$ cat src/rtl/integ_dump.sv
// integ_dump: integrate-and-dump accumulator over windows of dump_len+1 accepted samples.
// Each completed window presents its sum on dout with a one-cycle dout_vld pulse.
// The ovf output flags a signed overflow anywhere inside that window.
// Optional macro INTEG_DUMP_SAT_EN: the accumulator saturates on overflow.
// When the macro is left undefined, the accumulator wraps modulo 2^OW.
module integ_dump #(
   parameter int IW = 10,
   parameter int OW = 20,
   parameter int CW = 8
) (
   input  logic          clk,
   input  logic          rstn,
   input  logic          clr,
   input  logic          din_vld,
   input  logic [IW-1:0] din,
   input  logic [CW-1:0] dump_len,
   output logic [OW-1:0] dout,
   output logic          dout_vld,
   output logic          ovf,
   output logic          busy
);

   // The state is fully implied by the sample counter: IDLE when cnt == 0.
   typedef enum logic {IDLE = 1'b0, ACC = 1'b1} state_t;

   state_t        state;
   logic [OW-1:0] acc_reg, acc_next;
   logic [CW-1:0] cnt_reg, cnt_next;
   logic [CW-1:0] len_q_reg, len_q_next;
   logic          wovf_reg, wovf_next;
   logic [OW-1:0] dout_reg, dout_next;
   logic          ovf_reg, ovf_next;
   logic          dout_vld_reg, dout_vld_next;

   logic [OW-1:0] din_ext, acc_base, sum_raw, sum_fin;
   logic [CW-1:0] len_eff;
   logic          wovf_base, add_ovf, accept, done;

   // Sign-extend the input sample to the accumulator width.
   assign din_ext = {{(OW-IW+1){din[IW-1]}}, din[IW-2:0]};

   // Decode the state from the counter value.
   always_comb begin
      state = (cnt_reg == '0) ? IDLE : ACC;
   end

   // Next-state logic and datapath. The first sample of a window adds onto zero,
   // so a window never inherits the previous window's sum or overflow bit.
   always_comb begin
      accept    = din_vld & ~clr;
      acc_base  = (state == IDLE) ? '0 : acc_reg;
      wovf_base = (state == ACC) & wovf_reg;
      len_eff   = (state == IDLE) ? dump_len : len_q_reg;
      sum_raw   = acc_base + din_ext;
      add_ovf   = (acc_base[OW-1] == din_ext[OW-1]) && (sum_raw[OW-1] != acc_base[OW-1]);
`ifdef INTEG_DUMP_SAT_EN
      // Clamp toward the sign shared by both operands.
      if (add_ovf)
         sum_fin = acc_base[OW-1] ? {1'b1, {(OW-1){1'b0}}} : {1'b0, {(OW-1){1'b1}}};
      else
         sum_fin = sum_raw;
`else
      sum_fin = sum_raw;
`endif
      done = (cnt_reg == len_eff);

      acc_next      = acc_reg;
      cnt_next      = cnt_reg;
      len_q_next    = len_q_reg;
      wovf_next     = wovf_reg;
      dout_next     = dout_reg;
      ovf_next      = ovf_reg;
      dout_vld_next = 1'b0;

      if (clr) begin
         acc_next  = '0;
         cnt_next  = '0;
         wovf_next = 1'b0;
      end else if (accept) begin
         // dump_len is sampled only at window start; later changes are ignored.
         len_q_next = len_eff;
         acc_next   = sum_fin;
         wovf_next  = wovf_base | add_ovf;
         if (done) begin
            cnt_next      = '0;
            dout_next     = sum_fin;
            ovf_next      = wovf_base | add_ovf;
            dout_vld_next = 1'b1;
         end else begin
            cnt_next = cnt_reg + 1'b1;
         end
      end
   end

   // State register; reset discards any partial window.
   always_ff @(posedge clk or negedge rstn) begin
      if (!rstn) begin
         acc_reg      <= '0;
         cnt_reg      <= '0;
         len_q_reg    <= '0;
         wovf_reg     <= 1'b0;
         dout_reg     <= '0;
         ovf_reg      <= 1'b0;
         dout_vld_reg <= 1'b0;
      end else begin
         acc_reg      <= acc_next;
         cnt_reg      <= cnt_next;
         len_q_reg    <= len_q_next;
         wovf_reg     <= wovf_next;
         dout_reg     <= dout_next;
         ovf_reg      <= ovf_next;
         dout_vld_reg <= dout_vld_next;
      end
   end

   assign dout     = dout_reg;
   assign ovf      = ovf_reg;
   assign dout_vld = dout_vld_reg;
   assign busy     = (state == ACC);

endmodule
$ cat config.mk
export PLATFORM = sky130hd
export DESIGN_NAME = integ_dump
export DESIGN_NICKNAME = d
export VERILOG_FILES = /design/src/rtl/integ_dump.sv
export SDC_FILE = /design/constraint.sdc
export NUM_CORES = 1
export LEC_CHECK = 0
export BUFFER_PORTS_ARGS = -buffer_cell sky130_fd_sc_hd__buf_4
export CAP_MARGIN = 15
export CORE_MARGIN = 10
export CORE_UTILIZATION = 47
export CTS_BUF_LIST = sky130_fd_sc_hd__clkbuf_2 sky130_fd_sc_hd__clkbuf_4 sky130_fd_sc_hd__clkbuf_8
export DETAILED_ROUTE_END_ITERATION = 8
export GPL_ROUTABILITY_DRIVEN = 0
export PLACE_DENSITY = 0.66
export SLEW_MARGIN = 15
export SYNTH_ARGS = -nofsm -noshare
export SYNTH_HDL_FRONTEND = slang
export SYNTH_SLANG_ARGS = --single-unit
$ cat constraint.sdc
create_clock -name clk -period 5.6 [get_ports clk]
set_input_delay 0.56 -clock clk [delete_from_list [all_inputs] [get_ports clk]]
set_output_delay 0.56 -clock clk [all_outputs]
set_load 0.02 [all_outputs]
==> results.toml, run 1 <==
[sta]
max_slew_margin = 0.503
hold_slack_ns = 0.288
fin_crit_ns = 3.97
tightestPinTransition_ns = 0.746
setup_viol = 0
min_period_over_period = 0.708
tns_ns = 0
hold_violations = 0
skew_ns = 0.00730
fmax_ghz = 0.252
slew_violations = 0
rsz0062_at_grt = "false"

[power]
power_w = 0.00139
p_int_w = 0.000927
comb_power_share = 0.334
p_sw_w = 0.000467
switching_share = 0.335
ir_drop_uv = 150
power_frac_seq = 0.394
leakage_nw = 2.20
p_per_area_nw_per_um2 = 311
p_clk_frac = 0.272

[synth]
syn_inst = 399
avgSynthCellArea_um2 = 9.83
syn_area_um2 = 3920
yosysMostFrequentCell = "dfrtp_1"
synth.distinct_cells = 59
synth_top_area_share = 0.377
yosysTopAreaCell = "dfrtp_1"
syn-num-nets = 443
synth-edff-count = 0
synthFlopType = "dfrtp_1"
ys_ff_latch = 59
async_flop_share = 1.00
yosys-top-cells-area = "dfrtp_1 (38%), ha_1 (6.7%), mux2_4 (4.6%)"
yosysWarnings = 0
yosys-top-cells-count = "dfrtp_1 (59), nor2_1 (32), nand2_1 (26), a21oi_1 (23), ha_1 (21)"
yosysSeqAreaShare = 0.377

[setup_path]
critPathKind = "flip-flop to flip-flop"
critPathMaxFanout = 27
end_kind = "flip-flop"
rr_startpoint = "cnt_reg[3]"
cp-start-kind = "flip-flop"
crit_start = "cnt_reg[3]"
crit_arrival_ns = 4.19
cp_data_required_time_ns = 5.82

[finish]
fillers = 740
layout.nets = 484
final_cells = 548
layout-area-overhead-vs-synth_pct = 14.3
antenna-diode-count = 0
drive_above_1_share = 0.208

[placed_design]
dp_hpwl_mm = 6.52
placedCellCount = 534
portBuffers = 44

[cts]
cts_repair_resize_count = 0
htreeDepth = 3
cts_buffers = 9
cts.path.max_buffers = 2
holdBufCountCts = 0
cts_tree = "yes"
root_buffer = "clkbuf_8"
cts_sinks = 59
clkSlewWorstSetupHoldPaths_ns = 0.07
cts_setup_buffers = 0
clk_latency_ns = 0.34

[die]
fp.dieH_um = 111
initial_utilization = 0.480
fp.dieW_um = 111
boundaryPins = 45
core_um2 = 8180
dieArea_um2 = 12400
fp-row-count = 33

[global_route]
antenna_found_initial = 0
grt_pass1_vias = 3095
grt-ovfl-total = 0
grtUsageTotal = 0.148
grt_max_degree = 60
grt_pass1_wl_mm = 15.4

[routing]
wl_mm = 9.08
first_pass_iters = 4
drc = 0
avgViaCountPerCell = 5.58
vias = 3057
ant_nets = 0
drt-initial-drc-count = 109
post_drt_wl_per_cell_um = 16.6

[min_path]
hp-class = "input port to async pin"

[flow_run]
drv_cap = 0

[run_status]
status = "finished, final reports clean"
==> placed cells by master, fill, tap and decap left out, types with 6 or more instances in the layout <==
master,instances
xnor2_1,12
nand2b_1,7
nor2b_1,6
xor2_1,9
nor2_1,32
a21oi_1,23
o21ai_0,20
a211oi_1,7
a31oi_1,6
dfrtp_1,59
mux2_2,9
and2_1,20
mux2i_1,17
ha_1,21
mux2_4,12
nand3_1,11
and3_1,6
o22ai_1,6
inv_1,17
buf_4,44
nand2_1,26
nor3_1,8
clkbuf_8,10
==> path summary, 6_finish.rpt <==
kind | endpoint | slack, ns | cells after the start
min in group clk | len_q_reg[1] | 0.44 | 3
hold / removal | dout[10] | 0.29 | 1
setup reg to reg | dout[14] | 1.63 | 11
hold reg to reg | dout[18] | 0.49 | 2
setup / recovery | dout[14] | 1.63 | 11
max in group asynchronous | dout[17] | 4.82 | 1
==> worst max-delay path, cell delays in order, from the launching register on <==
cell and delay (ns):
dfrtp_1 0.49, nor4_2 0.34, nand4_2 0.59, and2_1 0.42
ha_1 0.37, o211ai_1 0.12, a21o_1 0.20, and4b_1 0.22
nor3b_1 0.38, mux2i_1 0.23, o221ai_1 0.16, mux2_1 0.32
==> per-stage QoR <==
stage / worst slack (ns) / util / area, um^2
after CTS: 1.64 / 0.548 / 4480
after floorplan: 2.21 / - / 3920
after global placement: 1.73 / 0.526 / 4300
after global routing: 1.29 / 0.548 / 4480
after detailed placement: 1.66 / 0.526 / 4300
final: 1.63 / 0.548 / 4480
==> cells by family after synthesis <==
kind of cell / after synthesis / share of synthesized area
XOR/XNOR: 21 / 0.0469
buffers and inverters: 32 / 0.0392
adder cells (fa/ha/maj): 22 / 0.0721
AO/OA/AOI/OAI: 93 / 0.160
multiplexers: 40 / 0.121
AND/OR/NAND/NOR: 132 / 0.184
flip-flops: 59 / 0.377
==> layer usage <==
metal	up-vias	global-route usage	wire length (um)
met5	-	0	0
met4	0	0.0703	125
met3	12	0.0333	473
met2	71	0.228	4250
met1	1458	0.192	4230
li1	1516	-	-
==> power by group through the flow <==
stage	Clock (W)	Sequential (W)	Combinational (W)
after floorplan	0	0.000583	0.000290
after global placement	0	0.000556	0.000462
after detailed placement	0	0.000556	0.000470
after CTS	0.000393	0.000550	0.000471
after global routing	0.000411	0.000559	0.000514
final	0.000380	0.000549	0.000466
==> cell type report <==
class / instances / area [um^2] / share of cell area
clock inverters: 3 / 40.0 / 0.00893
flip-flops and latches: 59 / 1480 / 0.329
clock buffers: 11 / 145 / 0.0324
repair buffers: 44 / 330 / 0.0737
inverters: 18 / 67.6 / 0.0151
multi-input cells: 308 / 2290 / 0.511
well taps: 105 / 131 / 0.0293
Power figures use the tool's default switching activity.
==> inputs of run 2 (changes only) <==
clock period = 4 ns   (was 5.6 ns; I/O delays follow)
==> run 2 against run 1 <==
Sequential power is 40% higher. Hold slack worse by 0.17 ns. Cell count up 0.91%.
==> results.toml, run 2 (synthesis results as in run 1) <==
[finish]
multi_input_area_um2 = 2290
regArea_um2 = 1480
layout.nets = 488
final_cell_mix = "dfrtp_1 (59), buf_4 (48), nor2_1 (32), nand2_1 (26), a21oi_1 (23)"
drive_above_1_share = 0.217
antenna-diode-count = 0
fillers = 736
final_common_cell = "dfrtp_1"
layout-area-overhead-vs-synth_pct = 15.5

[routing]
post_drt_wl_per_cell_um = 16.4
ant_nets = 0
drc = 0
drt-initial-drc-count = 91
first_pass_iters = 6
wl_mm = 9.07
vias = 3077
avgViaCountPerCell = 5.56

[setup_path]
cp_top_family = "simple AND/OR/NAND/NOR gates"
cp_num_cells = 15
reg2reg_depth = 15
cp-start-kind = "flip-flop"
critPathMaxFanout = 11
crit_arrival_ns = 3.74
crit_buf_inv = 3
cp_data_required_time_ns = 4.21
slowest_delay_ns = 0.42
cp_cell_sequence = "inv_1 -> ha_1 -> nand4_2 -> buf_4 -> and2_1 -> ha_1 -> inv_1 -> fa_1 -> nand2b_1 -> a21o_1 -> and4b_1 -> nor3b_1 -> mux2i_1 -> o221ai_1 -> mux2_1"
rrSetupSlack_ns = 0.47
cp_slowest_cell = "dfrtp_1"
crit_end = "dout[14]"
crit_start = "cnt_reg[0]"
r2r-end = "dout[14]"
rr_startpoint = "cnt_reg[0]"
end_kind = "flip-flop"
critPathKind = "flip-flop to flip-flop"

[cts]
cts.path.max_buffers = 2
cts_repair_resize_count = 0
root_buffer = "clkbuf_8"
cts_setup_buffers = 0
cts_buffers = 9
htreeDepth = 3
clkSlewWorstSetupHoldPaths_ns = 0.07
holdBufCountCts = 0
cts_sinks = 59
cts_tree = "yes"
clk_latency_ns = 0.34

[sta]
hold_violations = 0
slew_violations = 0
fin_crit_ns = 3.53
rsz0062_at_grt = "false"
fin_ws_ns = 0.469
fmax_ghz = 0.283
tns_ns = 0
setup_viol = 0
skew_ns = 0.0145
hold_slack_ns = 0.121
max_slew_margin = 0.508
tightestPinTransition_ns = 0.737
min_period_over_period = 0.883

[placed_design]
dp_hpwl_mm = 6.71
post-place-ws_ns = 0.481
portBuffers = 44

[power]
power_w = 0.00200
p_per_area_nw_per_um2 = 442
ir_drop_uv = 242
leakage_nw = 2.22

[die]
fp.dieH_um = 111
boundaryPins = 45
initial_utilization = 0.480
fp-row-count = 33
core_um2 = 8180
fp.dieW_um = 111
dieArea_um2 = 12400

[global_route]
grtUsageTotal = 0.151
grt_pass1_wl_mm = 15.8
antenna_found_initial = 0
grt_max_degree = 60
grt-ovfl-total = 0
grt_pass1_vias = 3198

[min_path]
hp-class = "input port to async pin"

[run_status]
status = "finished, final reports clean"

[flow_run]
drv_cap = 0
-- run 2: cell types whose count changed in the layout (fill, tap and decap cells not counted), sizes merged --
cell and delta:
clkinv -1, clkbuf +2, buf +4
-- run 2: layer usage --
metal  vias up  wire, um  GRT usage  part of all wire
li1       1524         -          -                 -
met2        68      4270      0.246              0.47
met3        14       350     0.0317             0.039
met4         0       182     0.0608             0.020
met1      1471      4260      0.190              0.47
met5         -         0          0                 0
-- run 2: how the worst min path moves through the flow --
stage / endpoint / depth (start not counted) / slack, ns / from
floorplan: acc_reg[0] / 0 / 0.10 / rstn
global placement: acc_reg[18] / 2 / 0.47 / acc_reg[18]
detailed placement: acc_reg[14] / 1 / 0.47 / acc_reg[14]
CTS: dout_vld / 1 / 0.16 / rstn
global route: dout_vld / 1 / 0.18 / rstn
finish: dout_vld / 1 / 0.12 / rstn
-- run 2: through the flow --
stage / utilization / instances / instance area (um^2)
floorplan: - / 399 / 3920
finish: 0.554 / 553 / 4530
detailed placement: 0.529 / 538 / 4330
global placement: 0.529 / 538 / 4330
CTS: 0.554 / 553 / 4530
global route: 0.554 / 553 / 4530
-- run 2: final cells by class --
type,instances,share of cell area
timing repair buffer,48,0.0796
clock buffer,13,0.0368
inverter,18,0.0149
sequential,59,0.326
clock inverter,2,0.00774
tap,105,0.0290
multi-input combinational,308,0.506
-- run 2: where the power goes --
part	internal, W	total [W]	switching (W)	leakage, nW
clock	0.000332	0.000568	0.000236	0.106
sequential	0.000699	0.000767	0.0000680	0.783
combinational	0.000308	0.000666	0.000359	1.33
total	0.00134	0.00200	0.000663	2.22
==> inputs of run 3 (changes only) <==
CTS_CLUSTER_DIAMETER = 80   (was not set)
REMOVE_ABC_BUFFERS = 1   (was not set)
==> run 3 against run 2 <==
Non-clock buffer count shrank 2. Hold slack lost 0.0041 ns. Cell area is essentially flat. Largest power group unchanged. Cell count shrank 0.36%. Die area is the same. Clock skew shrank 0.0058 ns. Highest routed layer unchanged. Sequential power is essentially flat. Sequential share of layout area is essentially flat. Clock power grew 6.7%.
==> results.toml, run 3 (synthesis results as in run 1) <==
[sta]
hold_slack_ns = 0.117
max_slew_margin = 0.499
hold_violations = 0
tns_ns = 0
min_period_over_period = 0.886
rsz0062_at_grt = "false"
setup_viol = 0
fin_crit_ns = 3.54
tightestPinTransition_ns = 0.752
slew_violations = 0
skew_ns = 0.00867
fmax_ghz = 0.282

[die]
core_um2 = 8180
dieArea_um2 = 12400
fp-row-count = 33
fp.dieH_um = 111
boundaryPins = 45
fp.dieW_um = 111
initial_utilization = 0.480

[cts]
cts_sinks = 59
cts_tree = "yes"
cts_setup_buffers = 0
htreeDepth = 3
cts_buffers = 9
clk_latency_ns = 0.35
clkSlewWorstSetupHoldPaths_ns = 0.07
holdBufCountCts = 0
cts.path.max_buffers = 2
cts_repair_resize_count = 0
root_buffer = "clkbuf_8"

[setup_path]
critPathMaxFanout = 19
cp_data_required_time_ns = 4.22
rrSetupSlack_ns = 0.46
r2r-end = "acc_reg[19]"
end_kind = "flip-flop"
cp-start-kind = "flip-flop"
crit_arrival_ns = 3.76
critPathKind = "flip-flop to flip-flop"
reg2reg_depth = 12
rr_startpoint = "cnt_reg[3]"

[global_route]
grt_max_degree = 60
antenna_found_initial = 0
grt-ovfl-total = 0
grtUsageTotal = 0.153
grt_pass1_wl_mm = 16.0
grt_pass1_vias = 3249

[run_status]
status = "finished, final reports clean"

[placed_design]
portBuffers = 44
placedCellCount = 536
dp_hpwl_mm = 6.63

[finish]
drive_above_1_share = 0.213
final_common_cell = "dfrtp_1"
antenna-diode-count = 0
layout.nets = 486
final_cell_mix = "dfrtp_1 (59), buf_4 (46), nor2_1 (32), nand2_1 (26), a21oi_1 (23)"
layout-area-overhead-vs-synth_pct = 15.4
final_cells = 551

[routing]
wl_mm = 9.18
drt-initial-drc-count = 146
vias = 3080
drc = 0
avgViaCountPerCell = 5.59
post_drt_wl_per_cell_um = 16.7
first_pass_iters = 4
ant_nets = 0

[power]
leakage_nw = 2.22
ir_drop_uv = 243
p_per_area_nw_per_um2 = 450

[flow_run]
drv_cap = 0

[min_path]
hp-class = "input port to async pin"
==> run 3: through the flow <==
stage,setup WS [ns],instance area (um^2),total power [W],util
floorplan,0.685,3830,0.00121,-
global placement,0.612,4310,0.00144,0.527
detailed placement,0.480,4310,0.00145,0.527
CTS,0.457,4530,0.00206,0.554
global route,0.195,4530,0.00218,0.554
finish,0.456,4530,0.00204,0.554
==> run 3: final cells by class <==
class,instances,area (um^2)
flip-flops and latches,59,1480
clock inverters,5,77.6
repair buffers,46,345
clock buffers,10,138
inverters,18,67.6
fillers,716,3650
well taps,105,131
multi-input cells,308,2290
==> run 3: power breakdown <==
| group | leakage (nW) | switching [W] | total [W] | internal [W] |
|---|---|---|---|---|
| sequential | 0.783 | 0.0000704 | 0.000770 | 0.000699 |
| combinational | 1.33 | 0.000357 | 0.000663 | 0.000306 |
| clock | 0.108 | 0.000244 | 0.000606 | 0.000362 |
| total | 2.22 | 0.000671 | 0.00204 | 0.00137 |
==> run 3: metal layers <==
layer	global-route usage	vias to the layer above	wire [um]
met3	0.0451	10	447
met1	0.194	1484	4180
met2	0.247	67	4420
met5	0	-	0
met4	0.0446	0	125
li1	-	1519	-
==> run 3: how the worst max path moves through the flow <==
stage                from  slack [ns]     endpoint
2_1_floorplan  cnt_reg[3]        0.69     dout[19]
3_3_place_gp   cnt_reg[0]        0.61     dout[14]
3_5_place_dp   cnt_reg[0]        0.48     dout[14]
4_1_cts        cnt_reg[0]        0.46     dout[14]
5_1_grt        cnt_reg[3]        0.20     wovf_reg
6_report       cnt_reg[3]        0.46  acc_reg[19]
==> run 3: worst max-delay path, stage by stage, from the launching register on <==
cell	delay, ns
dfrtp_1	0.50
nor4_2	0.37
nand4_2	0.15
buf_4	0.22
and2_1	0.18
ha_1	0.34
a21o_1	0.20
a211oi_1	0.41
o22ai_1	0.14
or3_1	0.33
a211o_1	0.32
mux2i_1	0.15
o21ai_0	0.09
